==> src/rtl/transport_ctrl_if.sv <==
// Transport controller bundle: button/level inputs, sample tick, memory strobes and status outputs.
interface transport_ctrl_if #(
    parameter int ADDR_W = 20,
    parameter int MAG_W  = 4
);
    logic              codec_ready;
    logic              btn_play;
    logic              btn_stop;
    logic              btn_fast;
    logic              btn_slow;
    logic              mode;
    logic              loop_en;
    logic              sample_tick;
    logic [2:0]        state;
    logic              speed_up;
    logic [MAG_W-1:0]  speed_mag;
    logic              mem_req;
    logic              mem_we;
    logic [ADDR_W-1:0] mem_addr;
    logic [MAG_W-1:0]  slow_phase;
    logic [ADDR_W:0]   rec_len;
    logic              at_end;

    modport master (
        output codec_ready, btn_play, btn_stop, btn_fast, btn_slow, mode, loop_en, sample_tick,
        input  state, speed_up, speed_mag, mem_req, mem_we, mem_addr, slow_phase, rec_len, at_end
    );

    modport slave (
        input  codec_ready, btn_play, btn_stop, btn_fast, btn_slow, mode, loop_en, sample_tick,
        output state, speed_up, speed_mag, mem_req, mem_we, mem_addr, slow_phase, rec_len, at_end
    );
endinterface

==> src/rtl/transport_ctrl.sv <==
// Record/playback transport FSM with variable speed, sample address engine,
// loop playback and recorded-length tracking.
module transport_ctrl #(
    parameter int ADDR_W     = 20,
    parameter int MAX_FACTOR = 8,
    parameter int MAG_W      = $clog2(MAX_FACTOR + 1)
) (
    input  logic            clk,
    input  logic            rst,
    transport_ctrl_if.slave tif
);
    typedef enum logic [2:0] {
        INIT       = 3'b101,
        PLAY_STOP  = 3'b000,
        PLAY_PLAY  = 3'b010,
        PLAY_PAUSE = 3'b011,
        REC_STOP   = 3'b100,
        REC_REC    = 3'b110,
        REC_PAUSE  = 3'b111
    } state_t;

    localparam logic [MAG_W-1:0]  MAG_ONE   = MAG_W'(1);
    localparam logic [MAG_W-1:0]  MAG_TWO   = MAG_W'(2);
    localparam logic [MAG_W-1:0]  MAG_MAX   = MAG_W'(MAX_FACTOR);
    localparam logic [ADDR_W-1:0] ADDR_ONE  = ADDR_W'(1);
    localparam logic [ADDR_W-1:0] ADDR_LAST = '1;
    localparam logic [ADDR_W:0]   LEN_ONE   = (ADDR_W + 1)'(1);

    state_t            state_q, state_d;
    logic              mode_q;
    logic              speed_up_q, speed_up_d;
    logic [MAG_W-1:0]  speed_mag_q, speed_mag_d;
    logic [ADDR_W-1:0] addr_q, addr_d;
    logic [MAG_W-1:0]  slow_phase_q, slow_phase_d;
    logic [ADDR_W:0]   rec_len_q, rec_len_d;
    logic              at_end_q, at_end_d;
    logic              mem_req_q, mem_req_d;
    logic              mem_we_q, mem_we_d;
    logic [ADDR_W-1:0] mem_addr_q, mem_addr_d;

    logic              mode_chg;
    logic              advance;
    logic [ADDR_W:0]   addr_next;

    assign mode_chg = (mode_q != state_q[2]);

    always_comb begin
        state_d      = state_q;
        speed_up_d   = speed_up_q;
        speed_mag_d  = speed_mag_q;
        addr_d       = addr_q;
        slow_phase_d = slow_phase_q;
        rec_len_d    = rec_len_q;
        at_end_d     = at_end_q;
        mem_req_d    = 1'b0;
        mem_we_d     = mem_we_q;
        mem_addr_d   = mem_addr_q;
        advance      = 1'b0;
        addr_next    = {1'b0, addr_q};

        case (state_q)
            INIT: begin
                if (tif.codec_ready) state_d = state_t'({mode_q, 2'b00});
            end
            PLAY_STOP, REC_STOP: begin
                if (mode_chg) begin
                    state_d = state_t'({mode_q, 2'b00});
                end else if (tif.btn_play) begin
                    if (state_q == REC_STOP) begin
                        state_d   = REC_REC;
                        rec_len_d = '0;
                    end else if (rec_len_q != '0) begin
                        state_d = PLAY_PLAY;
                    end
                end
            end
            PLAY_PLAY, REC_REC: begin
                if (tif.btn_stop) begin
                    state_d = state_t'({state_q[2], 2'b00});
                end else begin
                    if (tif.sample_tick) begin
                        if (state_q == REC_REC) begin
                            mem_req_d  = 1'b1;
                            mem_we_d   = 1'b1;
                            mem_addr_d = addr_q;
                            addr_d     = addr_q + ADDR_ONE;
                            rec_len_d  = {1'b0, addr_q} + LEN_ONE;
                            if (addr_q == ADDR_LAST) begin
                                at_end_d = 1'b1;
                                state_d  = REC_STOP;
                            end
                        end else begin
                            if (speed_up_q) begin
                                mem_req_d  = 1'b1;
                                mem_we_d   = 1'b0;
                                mem_addr_d = addr_q;
                                advance    = 1'b1;
                                addr_next  = {1'b0, addr_q} + (ADDR_W + 1)'(speed_mag_q);
                            end else begin
                                if (slow_phase_q == '0) begin
                                    mem_req_d  = 1'b1;
                                    mem_we_d   = 1'b0;
                                    mem_addr_d = addr_q;
                                end
                                if (slow_phase_q == speed_mag_q - MAG_ONE) begin
                                    slow_phase_d = '0;
                                    advance      = 1'b1;
                                    addr_next    = {1'b0, addr_q} + LEN_ONE;
                                end else begin
                                    slow_phase_d = slow_phase_q + MAG_ONE;
                                end
                            end
                            // Never step onto or past the recorded length.
                            if (advance) begin
                                if (addr_next >= rec_len_q) begin
                                    if (tif.loop_en) begin
                                        addr_d = '0;
                                    end else begin
                                        at_end_d = 1'b1;
                                        state_d  = PLAY_STOP;
                                    end
                                end else begin
                                    addr_d = addr_next[ADDR_W-1:0];
                                end
                            end
                        end
                    end
                    if (tif.btn_play && state_d == state_q) state_d = state_t'({state_q[2], 2'b11});
                end
            end
            PLAY_PAUSE, REC_PAUSE: begin
                if (mode_chg)          state_d = state_t'({mode_q, 2'b00});
                else if (tif.btn_stop) state_d = state_t'({state_q[2], 2'b00});
                else if (tif.btn_play) state_d = state_t'({state_q[2], 2'b10});
            end
            default: state_d = INIT;
        endcase

        if (tif.btn_fast && !tif.btn_slow) begin
            if (speed_up_q) begin
                if (speed_mag_q < MAG_MAX) speed_mag_d = speed_mag_q + MAG_ONE;
            end else if (speed_mag_q == MAG_ONE) begin
                speed_up_d  = 1'b1;
                speed_mag_d = MAG_TWO;
            end else begin
                speed_mag_d = speed_mag_q - MAG_ONE;
            end
        end else if (tif.btn_slow && !tif.btn_fast) begin
            if (!speed_up_q) begin
                if (speed_mag_q < MAG_MAX) speed_mag_d = speed_mag_q + MAG_ONE;
            end else if (speed_mag_q == MAG_TWO) begin
                speed_up_d  = 1'b0;
                speed_mag_d = MAG_ONE;
            end else begin
                speed_mag_d = speed_mag_q - MAG_ONE;
            end
        end

        // Recording and init always run at x1.
        if (state_d[2]) begin
            speed_up_d  = 1'b0;
            speed_mag_d = MAG_ONE;
        end
        if ({speed_up_d, speed_mag_d} != {speed_up_q, speed_mag_q}) slow_phase_d = '0;

        if (state_d[1:0] == 2'b00) begin
            addr_d       = '0;
            slow_phase_d = '0;
        end
        if (state_d[1:0] == 2'b10 && state_q[1:0] != 2'b10) at_end_d = 1'b0;
    end

    always_ff @(posedge clk or negedge rst) begin
        if (!rst) begin
            state_q      <= INIT;
            mode_q       <= 1'b1;
            speed_up_q   <= 1'b0;
            speed_mag_q  <= MAG_ONE;
            addr_q       <= '0;
            slow_phase_q <= '0;
            rec_len_q    <= '0;
            at_end_q     <= 1'b0;
            mem_req_q    <= 1'b0;
            mem_we_q     <= 1'b0;
            mem_addr_q   <= '0;
        end else begin
            state_q      <= state_d;
            mode_q       <= tif.mode;
            speed_up_q   <= speed_up_d;
            speed_mag_q  <= speed_mag_d;
            addr_q       <= addr_d;
            slow_phase_q <= slow_phase_d;
            rec_len_q    <= rec_len_d;
            at_end_q     <= at_end_d;
            mem_req_q    <= mem_req_d;
            mem_we_q     <= mem_we_d;
            mem_addr_q   <= mem_addr_d;
        end
    end

    assign tif.state      = state_q;
    assign tif.speed_up   = speed_up_q;
    assign tif.speed_mag  = speed_mag_q;
    assign tif.mem_req    = mem_req_q;
    assign tif.mem_we     = mem_we_q;
    assign tif.mem_addr   = mem_addr_q;
    assign tif.slow_phase = slow_phase_q;
    assign tif.rec_len    = rec_len_q;
    assign tif.at_end     = at_end_q;
endmodule

==> src/flat_wrapper.sv <==
// flat-port wrapper written by rule: the top's interface ports become plain ports
module transport_ctrl_flat 
#(
    parameter int ADDR_W     = 20,
    parameter int MAX_FACTOR = 8,
    parameter int MAG_W      = $clog2(MAX_FACTOR + 1)
)
  (clk, rst, tif_codec_ready, tif_btn_play, tif_btn_stop, tif_btn_fast, tif_btn_slow, tif_mode, tif_loop_en, tif_sample_tick, tif_state, tif_speed_up, tif_speed_mag, tif_mem_req, tif_mem_we, tif_mem_addr, tif_slow_phase, tif_rec_len, tif_at_end);
  transport_ctrl_if #(.ADDR_W(ADDR_W), .MAG_W(MAG_W)) tif_i ();
  input  logic clk;
  input  logic rst;
  input wire logic [$bits(tif_i.codec_ready)-1:0] tif_codec_ready;
  input wire logic [$bits(tif_i.btn_play)-1:0] tif_btn_play;
  input wire logic [$bits(tif_i.btn_stop)-1:0] tif_btn_stop;
  input wire logic [$bits(tif_i.btn_fast)-1:0] tif_btn_fast;
  input wire logic [$bits(tif_i.btn_slow)-1:0] tif_btn_slow;
  input wire logic [$bits(tif_i.mode)-1:0] tif_mode;
  input wire logic [$bits(tif_i.loop_en)-1:0] tif_loop_en;
  input wire logic [$bits(tif_i.sample_tick)-1:0] tif_sample_tick;
  output wire logic [$bits(tif_i.state)-1:0] tif_state;
  output wire logic [$bits(tif_i.speed_up)-1:0] tif_speed_up;
  output wire logic [$bits(tif_i.speed_mag)-1:0] tif_speed_mag;
  output wire logic [$bits(tif_i.mem_req)-1:0] tif_mem_req;
  output wire logic [$bits(tif_i.mem_we)-1:0] tif_mem_we;
  output wire logic [$bits(tif_i.mem_addr)-1:0] tif_mem_addr;
  output wire logic [$bits(tif_i.slow_phase)-1:0] tif_slow_phase;
  output wire logic [$bits(tif_i.rec_len)-1:0] tif_rec_len;
  output wire logic [$bits(tif_i.at_end)-1:0] tif_at_end;
  assign tif_i.codec_ready = tif_codec_ready;
  assign tif_i.btn_play = tif_btn_play;
  assign tif_i.btn_stop = tif_btn_stop;
  assign tif_i.btn_fast = tif_btn_fast;
  assign tif_i.btn_slow = tif_btn_slow;
  assign tif_i.mode = tif_mode;
  assign tif_i.loop_en = tif_loop_en;
  assign tif_i.sample_tick = tif_sample_tick;
  assign tif_state = tif_i.state;
  assign tif_speed_up = tif_i.speed_up;
  assign tif_speed_mag = tif_i.speed_mag;
  assign tif_mem_req = tif_i.mem_req;
  assign tif_mem_we = tif_i.mem_we;
  assign tif_mem_addr = tif_i.mem_addr;
  assign tif_slow_phase = tif_i.slow_phase;
  assign tif_rec_len = tif_i.rec_len;
  assign tif_at_end = tif_i.at_end;
  transport_ctrl #(.ADDR_W(ADDR_W), .MAX_FACTOR(MAX_FACTOR), .MAG_W(MAG_W)) u_core (.clk(clk), .rst(rst), .tif(tif_i));
endmodule
==> config.mk <==
export PLATFORM = sky130hd
export DESIGN_NAME = transport_ctrl_flat
export DESIGN_NICKNAME = d
export VERILOG_FILES = /design/src/rtl/transport_ctrl_if.sv /design/src/rtl/transport_ctrl.sv /design/src/flat_wrapper.sv
export SDC_FILE = /design/constraint.sdc
export NUM_CORES = 1
export LEC_CHECK = 0
export ABC_AREA = 1
export CAP_MARGIN = 20
export CORE_MARGIN = 2
export CORE_UTILIZATION = 45
export CTS_CLUSTER_DIAMETER = 30
export CTS_CLUSTER_SIZE = 16
export DETAILED_ROUTE_END_ITERATION = 8
export GPL_ROUTABILITY_DRIVEN = 1
export HOLD_SLACK_MARGIN = 0.02
export PLACE_DENSITY = 0.7
export REMOVE_ABC_BUFFERS = 1
export SYNTH_ARGS = -nofsm -noshare
export SYNTH_HDL_FRONTEND = slang
export SYNTH_SLANG_ARGS = --single-unit
==> constraint.sdc <==
create_clock -name clk -period 4.84 [get_ports clk]
set_input_delay 0.484 -clock clk [delete_from_list [all_inputs] [get_ports clk]]
set_output_delay 0.484 -clock clk [all_outputs]
set_load 0.05 [all_outputs]
Yosys cells after proc, flatten, opt, wreduce, memory -nomap -nowiden
Index checks and enable logic that the tools add are counted.
{"block": "classes", "add_sub_neg": 6, "order_cmp": 2, "n_eq_ne": 29, "mux": 90, "n_bitwise": 1, "n_reduce_logical": 29}
{"cell": "$mux W21", "count": 12}
{"cell": "$mux W20", "count": 11}
{"cell": "$mux W4", "count": 16}
{"cell": "$mux W3", "count": 16}
{"cell": "$pmux W21 S2", "count": 1}
{"cell": "$mux W1", "count": 31}
{"cell": "$add A20 B1 Y21 const B", "count": 1}
{"cell": "$add A20 B4 Y21", "count": 1}
{"cell": "$ge A21 B21 Y1", "count": 1}
{"cell": "$reduce_bool A21 Y1", "count": 1}
{"cell": "$add A20 B1 Y20 const B", "count": 1}
{"cell": "$eq A20 B20 Y1 const B", "count": 1}
{"cell": "$reduce_bool A3 Y1", "count": 6}
{"cell": "$reduce_and A7 Y1", "count": 2}
{"cell": "$eq A3 B3 Y1 const B", "count": 4}
{"cell": "$pmux W3 S4", "count": 1}
{"cell": "$ne A2 B2 Y1 const B", "count": 5}
{"cell": "$reduce_and A5 Y1", "count": 2}
{"cell": "$reduce_bool A2 Y1", "count": 5}
{"cell": "$ne A3 B3 Y1 const B", "count": 3}
{"cell": "$add A4 B1 Y4 const B", "count": 2}
{"cell": "$ne A2 B1 Y1 const B", "count": 4}
{"cell": "$eq A3 B2 Y1 const B", "count": 2}
{"cell": "$ne A3 B1 Y1 const B", "count": 2}
{"cell": "other kinds (19)", "count": 26}
{"block": "totals", "ff_bits": 77, "input_bits": 10, "output_inout_bits": 56}

Longest topological paths before layout
Gate-level depths: netlist of the first run.
{"block": "depth", "depth_word": 24, "ltp_mapped": 32, "depth_no_buf": 30}

Least setup slack after synthesis of the first run
No wires, ideal clock.
{"block": "synth_timing", "path_type": "register -> register", "from": "register u_core.speed_mag_q[1] (netlist: u_core.tif.speed_mag[1])", "to": "register u_core.addr_q[14]", "setup_ns": 0.118, "t_arrival_ns": 4.020, "setup_slack_ns": 0.702, "path_stages_with_launch": 29, "path_buffers": 3, "cell_sequence": "dfrtp_1 inv_1 ha_1 nand2_1 inv_1 nor2_1 nand2_1 nor2_2 nand3_4 nor2_4 buf_2 nand2_1 and3_1 ha_1 nand2_1 nor2_1 nand2_1 nor2_1 nand2_1 nand4_1 nand2_1 nand2_1 nand2_1 nand2_1 inv_2 buf_4 buf_2 a21oi_1 nor2_1"}
{"block": "synth_between", "elab_chain_cells": 23, "word_cells_on_any_way": 41, "classes_between": "add/sub (2); order compare (1); eq/ne (4); mux (28); reduce/logical (6)"}
{"item": "start, declared", "line_no": "transport_ctrl.sv:32", "source": "logic [MAG_W-1:0] speed_mag_q, speed_mag_d;"}
{"item": "start signal, assigned", "line_no": "transport_ctrl.sv:190", "source": "speed_mag_q <= speed_mag_d;"}
{"item": "$sub A4 B1 Y4", "line_no": "transport_ctrl.sv:105", "source": "if (slow_phase_q == speed_mag_q - MAG_ONE) begin"}
{"item": "$eq A4 B4 Y1", "line_no": "transport_ctrl.sv:105"}
{"item": "$mux W21", "line_no": "transport_ctrl.sv:105"}
{"item": "$mux W21", "line_no": "transport_ctrl.sv:93", "source": "if (speed_up_q) begin"}
{"item": "$mux W21", "line_no": "transport_ctrl.sv:82", "source": "if (state_q == REC_REC) begin"}
{"item": "$mux W21", "line_no": "transport_ctrl.sv:81", "source": "if (tif.sample_tick) begin"}
{"item": "$mux W21", "line_no": "transport_ctrl.sv:78", "source": "if (tif.btn_stop) begin"}
{"item": "$mux W21", "line_no": "transport_ctrl.sv:61", "source": "case (state_q)"}
{"item": "[... 7 more ...]"}
{"item": "$eq A3 B3 Y1", "line_no": "transport_ctrl.sv:128", "source": "if (tif.btn_play && state_d == state_q) state_d = state_t'({state_q[2], 2'b11});"}
{"item": "$logic_and A1 B1 Y1", "line_no": "transport_ctrl.sv:128"}
{"item": "$mux W3", "line_no": "transport_ctrl.sv:128"}
{"item": "$mux W3", "line_no": "transport_ctrl.sv:78"}
{"item": "$pmux W3 S4", "line_no": "transport_ctrl.sv:61"}
{"item": "$logic_not A2 Y1", "line_no": "transport_ctrl.sv:166", "source": "if (state_d[1:0] == 2'b00) begin"}
{"item": "$ne A4 B3 Y1 (no source line), or another cell as far along"}
{"item": "$reduce_and A5 Y1 (no source line)"}
{"item": "end signal, assigned", "line_no": "transport_ctrl.sv:191", "source": "addr_q <= addr_d;"}
{"item": "end, declared", "line_no": "transport_ctrl.sv:33", "source": "logic [ADDR_W-1:0] addr_q, addr_d;"}
Parallel ways exist; a longest one is shown, timed or not. The select of a mux whose other input is x is not followed.
A chain may end at the register's enable or synchronous reset.

Worst setup path in the final report of the first run
{"block": "layout_timing", "from": "register u_core.speed_mag_q[0] (netlist: u_core.tif.speed_mag[0])", "to": "register u_core.addr_q[8]"}
The elaborated chain is that of the path after synthesis.

==> impl_summary.log, run 1 <==
INFO  metric nFillCells = 1252
INFO  metric grt_first_pass_wirelength = approximately 27 mm
INFO  metric first_global_vias = approximately 5300
INFO  metric clkSlewWorstSetupHoldPaths = roughly 0.06 ns
INFO  metric startpoint_type = register
INFO  metric max_freq = about 230 MHz
INFO  metric setup_tns = 0 ns
INFO  metric min_period = 4.41 ns
INFO  metric critPathMaxFanout = 19
INFO  metric gr-usage-all-layers = 0.251
INFO  metric postSynthAreaPerCell = roughly 7.0 um2
INFO  metric hold_path_class = primary input to async pin
INFO  metric run_status = complete, no violations
INFO  metric coreArea = 0.0126 mm2
INFO  metric cts_max_level = 3
INFO  metric crit_path_end_kind = register
INFO  metric reg2regPathDepth = 27
INFO  metric synth-seq-cells = between 70 and 80
INFO  metric cp_slowest_stage_delay = 0.60 ns
INFO  metric layout.cells.most_common = sky130_fd_sc_hd__nand2_1
INFO  metric antenna_violations_before_repair = 0
INFO  metric critical_path.most_common_cell = sky130_fd_sc_hd__nand2_1
INFO  metric worstSetupPathType = register to register
INFO  metric clock_skew = 0.00743 ns
INFO  metric layout.cells.most_common_list = sky130_fd_sc_hd__nand2_1 (213), sky130_fd_sc_hd__inv_1 (121), sky130_fd_sc_hd__nor2_1 (73), sky130_fd_sc_hd__dfrtp_1 (73), sky130_fd_sc_hd__clkdlybuf4s50_1 (64)
INFO  metric numPortBuffers = 65
INFO  metric routedWlPerCell = 15.8 um
INFO  metric start_util = 0.461
INFO  metric drtPass1Iterations = 5
INFO  metric top_level_ports = 66
INFO  metric die_area = 0.0139 mm2
INFO  metric synth.yosys.seq_area_share = 0.332
INFO  metric drc = 0
INFO  metric drt-total-wl = 17.1 mm
INFO  metric yosys.cell_types.count = 42
INFO  metric cpMaxStageDelayCell = sky130_fd_sc_hd__dfstp_2
INFO  metric combined_area_of_all_synthesized_cells = 0.00582 mm2
INFO  metric die_width = around 120 um
INFO  metric antenna_violating_nets_post_route = 0
INFO  metric grt_start_max_net_pins = 78
INFO  metric globalRoute.totalOverflow = 0
INFO  metric drt-initial-drc-count = 411
INFO  metric fin_crit_sh = 0.911
INFO  metric detailed_place_hpwl = 12.5 mm
INFO  metric cts_tree = yes
INFO  metric areaGrowthSynthToFinish = 20.1%
INFO  metric globalplace.congestion = ~0.94
INFO  metric number_of_setup_violations_in_the_final_report = 0
INFO  metric worst-slew-pin-transition = 0.879 ns
INFO  metric root_buffer = sky130_fd_sc_hd__clkbuf_16
INFO  metric synth_cells = 837
INFO  metric layout-drive-gt1-share = 0.0762
INFO  metric whs = approximately 0.11 ns
INFO  metric cts_sinks = 77
INFO  metric clock_path_buffers = 2
INFO  metric static-leakage-power = 3.28 nW
INFO  metric cts_made_buffers = 9
INFO  metric max_cap_violations = 0
INFO  metric timing.final.hold_violations = 0
INFO  metric power_per_cell_area = 644 mW/mm2
INFO  metric yosysWarningCount = 0
INFO  metric n_antenna_cell = 0
INFO  metric num_vias = 5810
INFO  metric timing.slew.headroom = 0.412
INFO  metric num-nets-final = 946
INFO  metric route.detailed.vias_per_inst = 5.39
INFO  metric unrepaired_setup_endpoints_after_global_routing = no
INFO  metric row_count = between 40 and 50
INFO  metric irDropWorstVdd = approximately 0.00027 V
INFO  metric post_cts_hold_buffer_count = 0
INFO  metric die_y = 118 um
INFO  metric clkLatencyLatePin = 0.35 ns
INFO  metric cp.required = roughly 5.1 ns
INFO  metric worstPathArrival = 4.64 ns
INFO  metric final-max-slew-violation-count = 0
## layout make-up
| class | instances | area (um2) | share of cell area |
|---|---|---|---|
| multi-input cells | 601 | 3260 | 0.467 |
| clock inverters | 4 | 47.5 | 0.00680 |
| well taps | 172 | 215 | 0.0308 |
| clock buffers | 12 | 246 | 0.0353 |
| flip-flops and latches | 77 | 1930 | 0.276 |
| inverters | 131 | 494 | 0.0707 |
| repair buffers | 81 | 793 | 0.113 |
## Yosys cell counts, drive strengths merged
cell | instances | area share
nand2 | 217 | 0.14
inv | 131 | 0.084
nor2 | 83 | 0.060
dfrtp | 73 | 0.31
nand3 | 62 | 0.059
o21ai | 45 | 0.039
a21oi | 40 | 0.036
ha | 34 | 0.073
o22ai | 30 | 0.032
xor2 | 25 | 0.038
nand4 | 15 | 0.016
buf | 14 | 0.015
clkbuf | 14 | 0.0095
o211ai | 14 | 0.019
nor3 | 10 | 0.011
a22oi | 5 | 0.0065
and2 | 4 | 0.0043
dfstp | 4 | 0.018
and3 | 3 | 0.0032
nor4 | 3 | 0.0032
xnor2 | 3 | 0.0045
a211oi | 1 | 0.0021
a21boi | 1 | 0.0019
a21o | 1 | 0.0013
a31oi | 1 | 0.0011
fa | 1 | 0.0034
nand3b | 1 | 0.0013
o221ai | 1 | 0.0015
o31ai | 1 | 0.0013
## routing by layer
metal / GRT usage / vias to the layer above / share of wire
li1: - / 2857 / -
met1: 0.360 / 2696 / 0.47
met2: 0.369 / 222 / 0.42
met3: 0.0484 / 35 / 0.082
met4: 0.105 / 0 / 0.024
met5: 0 / - / 0
## what timing repair did
item                       4_1_cts  5_1_grt
setup endpoints to repair        0       20
setup buffers                    0        1
resized for setup                0        3
## sequential cells by signal (all words and copies together), names as in the netlist
register / cells
u_core.tif.at_end: 1
u_core.tif.mem_req: 1
u_core.tif.speed_up: 1
u_core.mode_q: 1
u_core.addr_q: 20
u_core.tif.rec_len: 21
u_core.tif.speed_mag: 4
u_core.tif.mem_we: 1
u_core.tif.state: 3
u_core.tif.slow_phase: 4
u_core.tif.mem_addr: 20
## final timing paths
check	slack, ns	endpoint	from
max in group asynchronous	4.13	u_core.tif.rec_len[8]	rst
worst min register to register	0.48	u_core.tif.mem_we	u_core.tif.mem_we
worst min-delay path	0.11	u_core.tif.speed_mag[2]	rst
min in group clk	0.48	u_core.tif.mem_we	u_core.tif.mem_we
worst max register to register	0.43	u_core.addr_q[8]	u_core.tif.speed_mag[0]
worst max-delay path	0.43	u_core.addr_q[8]	u_core.tif.speed_mag[0]
## worst max-delay path, delay by kind of cell (launching register included)
family / cells / cell delay, ns
DFF: 1 / 0.60
adders and majority gates: 3 / 0.90
AOI/OAI and AO/OA: 4 / 0.58
and+or+nand+nor: 16 / 1.65
buffers and inverters: 4 / 0.52
## stage by stage
stage               power [W]   util  setup slack, ns  instance area (um2)  std cells
CTS                   0.00447  0.551            0.248                 6960       1076
global route          0.00486  0.554           0.0691                 6990       1078
global placement      0.00376  0.528            0.373                 6670       1060
finish                0.00450  0.554            0.431                 6990       1078
floorplan             0.00284      -            0.563                 5680        809
detailed placement    0.00376  0.528            0.255                 6670       1060
## cells by family (layout without fill, tap and decap cells)
logic type | after synthesis | after routing | synth area share
buffers and inverters | 159 | 228 | 0.109
adders and majority gates | 35 | 35 | 0.0765
DFF | 77 | 77 | 0.332
and+or+nand+nor | 398 | 398 | 0.299
AOI/OAI and AO/OA | 140 | 140 | 0.142
xor gates and xnor gates | 28 | 28 | 0.0421
## power breakdown
group	switching [W]	internal (W)
Sequential	0.0000787	0.000712
Combinational	0.00205	0.000981
Clock	0.000275	0.000412
Total	0.00240	0.00210
Note: power is estimated with default switching activity, not from simulation.
==> inputs of run 2 (changes only) <==
--- a/config.mk
+++ b/config.mk
@@ -5,7 +5,7 @@
 export SDC_FILE = /design/constraint.sdc
 export NUM_CORES = 1
 export LEC_CHECK = 0
-export ABC_AREA = 1
+export ABC_CLOCK_PERIOD_IN_PS = 4600
 export CAP_MARGIN = 20
 export CORE_MARGIN = 2
 export CORE_UTILIZATION = 45
==> constraint.sdc (replaced) <==
create_clock -name clk -period 4.6 [get_ports clk]
set_input_delay 0.46 -clock clk [delete_from_list [all_inputs] [get_ports clk]]
set_output_delay 0.46 -clock clk [all_outputs]
set_load 0.05 [all_outputs]
==> run 2 against run 1 <==
Against the previous run:
- critical endpoint is now u_core.addr_q[1]
- synthesized area is 2.0% higher
- clock skew about the same
- total power shrank 20%
- via count fell by 1.3%
- largest power group unchanged
- routed wire length rose by 8.2%
- non-clock buffer count up 26
- largest cell class unchanged
- highest routed layer unchanged
- utilization increased by 1.9 points
- flip-flop and latch count is the same
- global-route usage grew 0.82 points
==> impl_summary.log, run 2 <==
INFO  metric static-leakage-power = 3.09 nW (was 3.28 nW)
INFO  metric layout-drive-gt1-share = 0.141 (was 0.0762)
INFO  metric gr-usage-all-layers = 0.259 (was 0.251)
INFO  metric startpoint_of_the_lowest_slack_register_to_register_path = u_core.tif.speed_mag[0] (unchanged)
INFO  metric top_cell_types_by_occurrence_after_synthesis = sky130_fd_sc_hd__nand2_1 (127), sky130_fd_sc_hd__dfrtp_1 (73), sky130_fd_sc_hd__nor2_1 (53) (was sky130_fd_sc_hd__nand2_1 (214), sky130_fd_sc_hd__inv_1 (121), sky130_fd_sc_hd__dfrtp_1 (73), sky130_fd_sc_hd__nor2_1 (73), sky130_fd_sc_hd__nand3_1 (58))
INFO  metric worstPathArrival = 4.75 ns (was 4.64 ns)
INFO  metric unrepaired_setup_endpoints_after_global_routing = yes (was no)
INFO  metric holdPathStages = 2
INFO  metric nFillCells = 1160 (was 1252)
INFO  metric row_count = 41 (unchanged)
INFO  metric fin_util = 0.573 (was 0.554)
INFO  metric yosysTopAreaCellShare = 0.308 (was 0.314)
INFO  metric route.detailed.vias_per_inst = 5.92 (was 5.39)
INFO  metric clkLatencyLatePin = 0.35 ns (about the same)
INFO  metric startpoint_type = register (unchanged)
INFO  metric min_period = 4.48 ns (was 4.41 ns)
INFO  metric critical_path.top_delay_family = simple AND/OR/NAND/NOR gates (unchanged)
INFO  metric timing.hold.worst.start = u_core.tif.mem_addr[18]
INFO  metric die_y = 119 um (was 118 um)
INFO  metric drt-total-wl = 18.5 mm (was 17.1 mm)
INFO  metric ys_async_rst_share = 1.00 (unchanged)
INFO  metric num_vias = 5733 (was 5810)
INFO  metric max_cap_violations = 0 (unchanged)
INFO  metric post-synth-top-count-cell = sky130_fd_sc_hd__nand2_1 (unchanged)
INFO  metric hold_end = u_core.tif.mem_addr[18]
INFO  metric synth_area_leader_cell = sky130_fd_sc_hd__dfrtp_1 (unchanged)
INFO  metric reg2reg_setup_slack = 0.12 ns (was 0.43 ns)
INFO  metric timing.slew.headroom = 0.363 (was 0.412)
INFO  metric setup_tns = 0 ns (unchanged)
INFO  metric synth.yosys.seq_area_share = 0.325 (was 0.332)
INFO  metric synth_flop_cell = sky130_fd_sc_hd__dfrtp_1 (unchanged)
INFO  metric n_antenna_cell = 0 (unchanged)
INFO  metric combined_area_of_all_synthesized_cells = 0.00594 mm2 (was 0.00582 mm2)
INFO  metric first_global_vias = 5385 (was 5285)
INFO  metric grt_start_max_net_pins = 78 (unchanged)
INFO  metric place_ws = -0.0145 ns (was 0.255 ns)
INFO  metric die_width = 119 um (was 118 um)
INFO  metric clkSlewWorstSetupHoldPaths = 0.06 ns (about the same)
INFO  metric hold_path_class = register to register (was primary input to async pin)
INFO  metric globalRoute.totalOverflow = 0 (unchanged)
INFO  metric synth-seq-cells = 77 (unchanged)
INFO  metric number_of_setup_violations_in_the_final_report = 0 (unchanged)
INFO  metric drtPass1Iterations = 5 (unchanged)
INFO  metric numPortBuffers = 65 (unchanged)
INFO  metric timing.final.hold_violations = 0 (unchanged)
INFO  metric max_freq = 223 MHz (was 227 MHz)
INFO  metric start_util = 0.465 (was 0.461)
INFO  metric largest_register_ffs = 21 (unchanged)
INFO  metric coreArea = 0.0128 mm2 (was 0.0126 mm2)
INFO  metric worstSetupPathType = register to register (unchanged)
INFO  metric final_cells = 969 (was 1078)
INFO  metric root_buffer = sky130_fd_sc_hd__clkbuf_16 (unchanged)
INFO  metric cpMaxStageDelayCell = sky130_fd_sc_hd__dfstp_2 (unchanged)
INFO  metric postSynthAreaPerCell = 8.18 um2 (was 6.95 um2)
INFO  metric areaGrowthSynthToFinish = 23.3% (was 20.1%)
INFO  metric routedWlPerCell = 19.1 um (was 15.8 um)
INFO  metric irDropWorstVdd = 0.000356 V (was 0.000268 V)
INFO  metric top_level_ports = 66 (unchanged)
INFO  metric yosys.cell_types.count = 81 (was 42)
INFO  metric cp_slowest_stage_delay = 0.59 ns (was 0.60 ns)
INFO  metric placed_cells = 935 (was 1060)
INFO  metric grt_first_pass_wirelength = 29.0 mm (was 27.5 mm)
INFO  metric worst-slew-pin-transition = 0.956 ns (was 0.879 ns)
INFO  metric clock_skew = 0.00711 ns (was 0.00743 ns)
INFO  metric critPathMaxFanout = 8 (was 19)
INFO  metric drt-initial-drc-count = 439 (was 411)
INFO  metric cts_tree = yes (unchanged)
INFO  metric cp.required = 4.87 ns (was 5.07 ns)
INFO  metric synth_cells = 726 (was 837)
INFO  metric num-nets-final = 837 (was 946)
INFO  metric final-max-slew-violation-count = 0 (unchanged)
INFO  metric power_per_cell_area = 492 mW/mm2 (was 644 mW/mm2)
INFO  metric fin_crit_sh = 0.974 (was 0.911)
INFO  metric antenna_violating_nets_post_route = 0 (unchanged)
INFO  metric layout.cells.most_common_list = sky130_fd_sc_hd__nand2_1 (124), sky130_fd_sc_hd__dfrtp_1 (73), sky130_fd_sc_hd__clkdlybuf4s50_1 (64), sky130_fd_sc_hd__nor2_1 (49), sky130_fd_sc_hd__o21ai_0 (41) (was sky130_fd_sc_hd__nand2_1 (213), sky130_fd_sc_hd__inv_1 (121), sky130_fd_sc_hd__nor2_1 (73), sky130_fd_sc_hd__dfrtp_1 (73), sky130_fd_sc_hd__clkdlybuf4s50_1 (64))
INFO  metric cts_sinks = 77 (unchanged)
INFO  metric cts_max_level = 3 (unchanged)
INFO  metric globalplace.congestion = 0.953 (was 0.939)
INFO  metric final.setup.worst_slack = 0.121 ns (was 0.431 ns)
INFO  metric crit_path_end_kind = register (unchanged)
INFO  metric yosysWarningCount = 0 (unchanged)
INFO  metric detailed_place_hpwl = 13.4 mm (was 12.5 mm)
INFO  metric reg2regPathDepth = 20 (was 27)
INFO  metric clock_path_buffers = 2 (unchanged)
INFO  metric synth-edff-count = 0 (unchanged)
INFO  metric cts_made_buffers = 9 (unchanged)
INFO  metric whs = 0.472 ns (was 0.106 ns)
INFO  metric path_cells = ha_4 -> inv_2 -> fa_2 -> nand2b_4 -> a21oi_4 -> nand4_1 -> o31ai_4 -> nand2_2 -> nor2_2 -> xor2_1 -> ha_1 -> nand4_1 -> nor4_4 -> nand2_1 -> o211a_1 -> buf_6 -> o31ai_4 -> buf_4 -> a221oi_2 -> a211oi_2
INFO  metric run_status = complete, no violations (unchanged)
INFO  metric synth.area.top_cells = sky130_fd_sc_hd__dfrtp_1 (31%), sky130_fd_sc_hd__nand2_1 (8.0%), sky130_fd_sc_hd__ha_1 (7.2%) (was sky130_fd_sc_hd__dfrtp_1 (31%), sky130_fd_sc_hd__nand2_1 (14%), sky130_fd_sc_hd__inv_1 (7.8%))
INFO  metric worstReg2RegEnd = u_core.addr_q[1] (was u_core.addr_q[8])
INFO  metric layout.cells.most_common = sky130_fd_sc_hd__nand2_1 (unchanged)
INFO  metric die_area = 0.0141 mm2 (was 0.0139 mm2)
INFO  metric antenna_violations_before_repair = 0 (unchanged)
INFO  metric drc = 0 (unchanged)
INFO  metric critical_path.n_buffers_inverters = 3 (was 4)
-- run 2: cell count changes in the layout (fill, tap and decap cells not counted), sizes merged, moves of 8 or more --
| cell | before | now |
|---|---|---|
| nand2 | 217 | 128 |
| inv | 131 | 43 |
| nand3 | 62 | 18 |
| nor2 | 83 | 54 |
| o22ai | 30 | 1 |
| buf | 17 | 42 |
| xnor2 | 3 | 23 |
| a311oi | 0 | 14 |
| a31oi | 1 | 13 |
| a211oi | 1 | 10 |
| o31ai | 1 | 9 |
-- run 2: power breakdown --
| group | internal, W | switching (W) |
|---|---|---|
| combinational | 0.000736 | 0.00136 |
| clock | 0.000381 | 0.000297 |
| sequential | 0.000741 | 0.0000887 |
-- run 2: per-layer routing --
metal / wire length, um / vias to the layer above / global-route usage
met5: 0 / - / 0
met4: 455 / 0 / 0.0848
met3: 1000 / 36 / 0.0455
met2: 9120 / 225 / 0.441
met1: 7890 / 2777 / 0.333
li1: - / 2695 / -
-- run 2: worst max path at each step --
stage	from	endpoint	slack, ns	cells past startpoint
5_1_grt	u_core.tif.speed_mag[0]	u_core.addr_q[17]	-0.12	19
4_1_cts	u_core.tif.speed_mag[0]	u_core.addr_q[2]	0.005	19
3_3_place_gp	u_core.tif.speed_mag[0]	u_core.addr_q[9]	0.15	19
3_5_place_dp	u_core.tif.speed_mag[0]	u_core.addr_q[17]	-0.01	19
6_report	u_core.tif.speed_mag[0]	u_core.addr_q[1]	0.12	20
2_1_floorplan	u_core.tif.speed_mag[1]	u_core.addr_q[17]	-0.82	17
-- run 2: worst reg2reg max path, cell delays in order, from the launching register on --
cell                       delay [ns]
sky130_fd_sc_hd__dfstp_2         0.59
sky130_fd_sc_hd__ha_4            0.15
sky130_fd_sc_hd__inv_2           0.04
sky130_fd_sc_hd__fa_2            0.36
sky130_fd_sc_hd__nand2b_4        0.16
sky130_fd_sc_hd__a21oi_4         0.16
sky130_fd_sc_hd__nand4_1         0.21
sky130_fd_sc_hd__o31ai_4         0.14
sky130_fd_sc_hd__nand2_2         0.14
sky130_fd_sc_hd__nor2_2          0.15
sky130_fd_sc_hd__xor2_1          0.09
sky130_fd_sc_hd__ha_1            0.30
sky130_fd_sc_hd__nand4_1         0.19
sky130_fd_sc_hd__nor4_4          0.36
sky130_fd_sc_hd__nand2_1         0.11
sky130_fd_sc_hd__o211a_1         0.28
sky130_fd_sc_hd__buf_6           0.15
sky130_fd_sc_hd__o31ai_4         0.38
sky130_fd_sc_hd__buf_4           0.20
sky130_fd_sc_hd__a221oi_2        0.04
sky130_fd_sc_hd__a211oi_2        0.20
-- run 2: logic make-up after synthesis --
| group | after synthesis | synth area share |
|---|---|---|
| fa+ha+maj | 35 | 0.0750 |
| compound gates | 184 | 0.221 |
| simple gates | 287 | 0.233 |
| flops | 77 | 0.325 |
| xor+xnor | 45 | 0.0712 |
| mux | 3 | 0.00527 |
| buf+inv | 95 | 0.0693 |
-- run 2: stage by stage --
step | total power (W) | instance area, um2
after global placement | 0.00274 | 6760
after floorplan | 0.00211 | 5690
final | 0.00360 | 7320
after detailed placement | 0.00277 | 6760
after global routing | 0.00380 | 7320
after CTS | 0.00345 | 7040
-- run 2: what timing repair did --
item	CTS	global route
pin swaps	1	21
endpoints found under the setup margin	2	26
gates resized for setup	0	27
buffers inserted	0	16
hold buffers	0	1
hold endpoints to repair	0	14
gates cloned	0	0
-- run 2: area by class of cell --
class	instances	area, um2	area share
clock buffer	11	243	0.0332
clock inverter	5	36.3	0.00496
inverter	43	161	0.0220
multi-input combinational	554	3730	0.509
sequential	77	1930	0.264
tap	172	215	0.0294
timing repair buffer	107	1010	0.137
==> inputs of run 3 (changes only) <==
--- a/config.mk
+++ b/config.mk
@@ -8,13 +8,12 @@
 export ABC_CLOCK_PERIOD_IN_PS = 4600
 export CAP_MARGIN = 20
 export CORE_MARGIN = 2
-export CORE_UTILIZATION = 45
-export CTS_CLUSTER_DIAMETER = 30
+export CORE_UTILIZATION = 41
 export CTS_CLUSTER_SIZE = 16
 export DETAILED_ROUTE_END_ITERATION = 8
 export GPL_ROUTABILITY_DRIVEN = 1
 export HOLD_SLACK_MARGIN = 0.02
-export PLACE_DENSITY = 0.7
+export PLACE_DENSITY = 0.65
 export REMOVE_ABC_BUFFERS = 1
 export SYNTH_ARGS = -nofsm -noshare
 export SYNTH_HDL_FRONTEND = slang
==> run 3 against run 2 <==
Against the previous run:
- register-to-register slack improved by 0.09 ns
- final cell count decreased by 0.10%
- combinational power about the same
- first-iteration DRC count decreased by 15%
- sequential share of layout area increased by 0.17 points
- hold slack got worse by 0.46 ns
- worst setup slack improved by 0.093 ns
- utilization decreased by 5.3 points
- clock-buffer cell count unchanged
- global-route usage decreased by 1.5 points
- critical path type unchanged
- largest power group unchanged
- highest routed layer unchanged
==> impl_summary.log, run 3 (same netlist as run 2, synthesis figures left out) <==
INFO  metric cts_made_buffers = 9 (unchanged)
INFO  metric critical_path.most_common_cell = sky130_fd_sc_hd__ha_1
INFO  metric antenna_violating_nets_post_route = 0 (unchanged)
INFO  metric post_cts_hold_buffer_count = 0 (unchanged)
INFO  metric critical_path.n_buffers_inverters = 2 (was 3)
INFO  metric timing.final.hold_violations = 0 (unchanged)
INFO  metric cp_slowest_stage_delay = 0.54 ns (was 0.59 ns)
INFO  metric path_cells = inv_1 -> ha_1 -> xor2_1 -> and3_4 -> a31oi_4 -> nor3_4 -> nand2_1 -> xnor2_1 -> ha_1 -> nand4_1 -> nor4_2 -> a221oi_2 -> o211ai_1 -> buf_4 -> o41ai_2 -> a21oi_1 -> a311oi_1 (was ha_4 -> inv_2 -> fa_2 -> nand2b_4 -> a21oi_4 -> nand4_1 -> o31ai_4 -> nand2_2 -> nor2_2 -> xor2_1 -> ha_1 -> nand4_1 -> nor4_4 -> nand2_1 -> o211a_1 -> buf_6 -> o31ai_4 -> buf_4 -> a221oi_2 -> a211oi_2)
INFO  metric startpoint_type = register (unchanged)
INFO  metric die_width = 124 um (was 119 um)
INFO  metric num_vias = 5673 (was 5733)
INFO  metric globalplace.congestion = 0.978 (was 0.953)
INFO  metric final.setup.worst_slack = 0.214 ns (was 0.121 ns)
INFO  metric route.detailed.vias_per_inst = 5.86 (was 5.92)
INFO  metric min_period = 4.39 ns (was 4.48 ns)
INFO  metric fin_crit_sh = 0.954 (was 0.974)
INFO  metric worstPathArrival = 4.64 ns (was 4.75 ns)
INFO  metric first_global_vias = 5627 (was 5385)
INFO  metric timing.slew.headroom = 0.368 (was 0.363)
INFO  metric worst-slew-pin-transition = 0.947 ns (was 0.956 ns)
INFO  metric layout.cells.most_common = sky130_fd_sc_hd__nand2_1 (unchanged)
INFO  metric cts_tree = yes (unchanged)
INFO  metric final-max-slew-violation-count = 0 (unchanged)
INFO  metric hold_path_class = primary input to async pin (was register to register)
INFO  metric critPathMaxFanout = 7 (was 8)
INFO  metric layout.cells.most_common_list = sky130_fd_sc_hd__nand2_1 (125), sky130_fd_sc_hd__dfrtp_1 (73), sky130_fd_sc_hd__clkdlybuf4s50_1 (64), sky130_fd_sc_hd__nor2_1 (50) (was sky130_fd_sc_hd__nand2_1 (124), sky130_fd_sc_hd__dfrtp_1 (73), sky130_fd_sc_hd__clkdlybuf4s50_1 (64), sky130_fd_sc_hd__nor2_1 (49), sky130_fd_sc_hd__o21ai_0 (41))
INFO  metric die_y = 124 um (was 119 um)
INFO  metric postLayoutCellArea = 0.00728 mm2 (was 0.00732 mm2)
INFO  metric met2RoutedLength = 9.25 mm (was 9.12 mm)
INFO  metric timing.critical_path.depth = 17 (was 20)
INFO  metric fin_util = 0.520 (was 0.573)
INFO  metric grt_first_pass_wirelength = 30.3 mm (was 29.0 mm)
INFO  metric crit_path_end_kind = register (unchanged)
INFO  metric placed_area = 0.00682 mm2 (was 0.00676 mm2)
INFO  metric run_status = complete, no violations (unchanged)
INFO  metric clock_path_buffers = 2 (unchanged)
INFO  metric root_buffer = sky130_fd_sc_hd__clkbuf_16 (unchanged)
INFO  metric cts_sinks = 77 (unchanged)
INFO  metric critical_path.top_delay_family = compound AO/OA/AOI/OAI gates (was simple AND/OR/NAND/NOR gates)
INFO  metric largest_register_ffs = 21 (unchanged)
INFO  metric drtPass1Iterations = 5 (unchanged)
INFO  metric route.met3.wl = 970 um (was 1.00 mm)
INFO  metric die_area = 0.0155 mm2 (was 0.0141 mm2)
INFO  metric coreArea = 0.0140 mm2 (was 0.0128 mm2)
INFO  metric power_per_cell_area = 509 mW/mm2 (was 492 mW/mm2)
INFO  metric max_freq = 228 MHz (was 223 MHz)
INFO  metric clkLatencyLatePin = 0.35 ns (about the same)
INFO  metric numPortBuffers = 65 (unchanged)
INFO  metric worstReg2RegEnd = u_core.addr_q[9] (was u_core.addr_q[1])
INFO  metric globalRoute.totalOverflow = 0 (unchanged)
INFO  metric static-leakage-power = 3.02 nW (was 3.09 nW)
INFO  metric drt-total-wl = 18.8 mm (was 18.5 mm)
INFO  metric place_ws = 0.0547 ns (was -0.0145 ns)
INFO  metric n_antenna_cell = 0 (unchanged)
INFO  metric critical_path.startpoint = u_core.tif.speed_mag[0] (unchanged)
INFO  metric routedWlPerCell = 19.5 um (was 19.1 um)
INFO  metric antenna_violations_before_repair = 0 (unchanged)
INFO  metric whs = 0.00937 ns (was 0.472 ns)
INFO  metric met1Wirelength = 7.95 mm (was 7.89 mm)
INFO  metric highest_layer = met4 (unchanged)
INFO  metric drc = 0 (unchanged)
INFO  metric detailed_place_hpwl = 13.8 mm (was 13.4 mm)
INFO  metric cp.required = 4.85 ns (was 4.87 ns)
INFO  metric layout-drive-gt1-share = 0.126 (was 0.141)
INFO  metric row_count = 43 (was 41)
INFO  metric clkSlewWorstSetupHoldPaths = 0.06 ns (about the same)
INFO  metric startpoint_of_the_lowest_slack_register_to_register_path = u_core.tif.speed_mag[0] (unchanged)
INFO  metric reg2reg_setup_slack = 0.21 ns (was 0.12 ns)
INFO  metric number_of_setup_violations_in_the_final_report = 0 (unchanged)
INFO  metric cts_max_level = 3 (unchanged)
INFO  metric register_area = 0.00193 mm2 (unchanged)
INFO  metric irDropWorstVdd = 0.000328 V (was 0.000356 V)
INFO  metric grt_start_max_net_pins = 78 (unchanged)
INFO  metric nFillCells = 1355 (was 1160)
INFO  metric clock_skew = 0.00739 ns (was 0.00711 ns)
INFO  metric reg2regPathDepth = 17 (was 20)
INFO  metric max_cap_violations = 0 (unchanged)
INFO  metric start_util = 0.425 (was 0.465)
INFO  metric top_level_ports = 66 (unchanged)
INFO  metric num-nets-final = 828 (was 837)
INFO  metric gr-usage-all-layers = 0.244 (was 0.259)
INFO  metric area_of_combinational_cells_with_multiple_inputs = 0.00368 mm2 (was 0.00373 mm2)
INFO  metric worstSetupPathType = register to register (unchanged)
INFO  metric areaGrowthSynthToFinish = 22.5% (was 23.3%)
INFO  metric drt-initial-drc-count = 374 (was 439)
INFO  metric cpMaxStageDelayCell = sky130_fd_sc_hd__dfstp_2 (unchanged)
INFO  metric cp-endpoint = u_core.addr_q[9] (was u_core.addr_q[1])
run 3: timing repair:
action                     CTS  global route
resized for setup            0            15
buffers inserted             0             3
setup endpoints to repair    0            24
run 3: area by class of cell:
cell class | instances | share of cell area
clock buffers | 11 | 0.0347
inverters | 43 | 0.0222
multi-input cells | 554 | 0.506
well taps | 180 | 0.0310
flip-flops and latches | 77 | 0.266
repair buffers | 98 | 0.129
clock inverters | 5 | 0.0112
run 3: how the worst min path moves through the flow:
stage	end	slack (ns)
floorplan	u_core.addr_q[0]	0.16
global placement	u_core.tif.mem_addr[16]	0.46
detailed placement	u_core.tif.mem_addr[10]	0.46
CTS	u_core.tif.rec_len[11]	0.33
global route	u_core.tif.rec_len[12]	0.02
finish	u_core.tif.rec_len[20]	0.009
run 3: where the power goes:
group          switching [W]  internal [W]  total, W  leakage [nW]
Sequential         0.0000941      0.000741  0.000835          1.06
Combinational        0.00133      0.000732   0.00207          1.80
Clock               0.000300      0.000506  0.000805         0.162
Total                0.00173       0.00198   0.00371          3.02
run 3: per-stage QoR:
stage | TNS, ns | total power [W] | cells
after floorplan | -18.90 | 0.00211 | 674
after global placement | 0 | 0.00281 | 947
after detailed placement | 0 | 0.00283 | 947
after CTS | 0 | 0.00365 | 963
after global routing | -0.0977 | 0.00392 | 968
final | 0 | 0.00371 | 968
run 3: per-layer routing:
metal	vias up	GRT usage
met1	2731	0.312
met2	208	0.410
met5	-	0
met3	44	0.0412
li1	2690	-
met4	0	0.0998
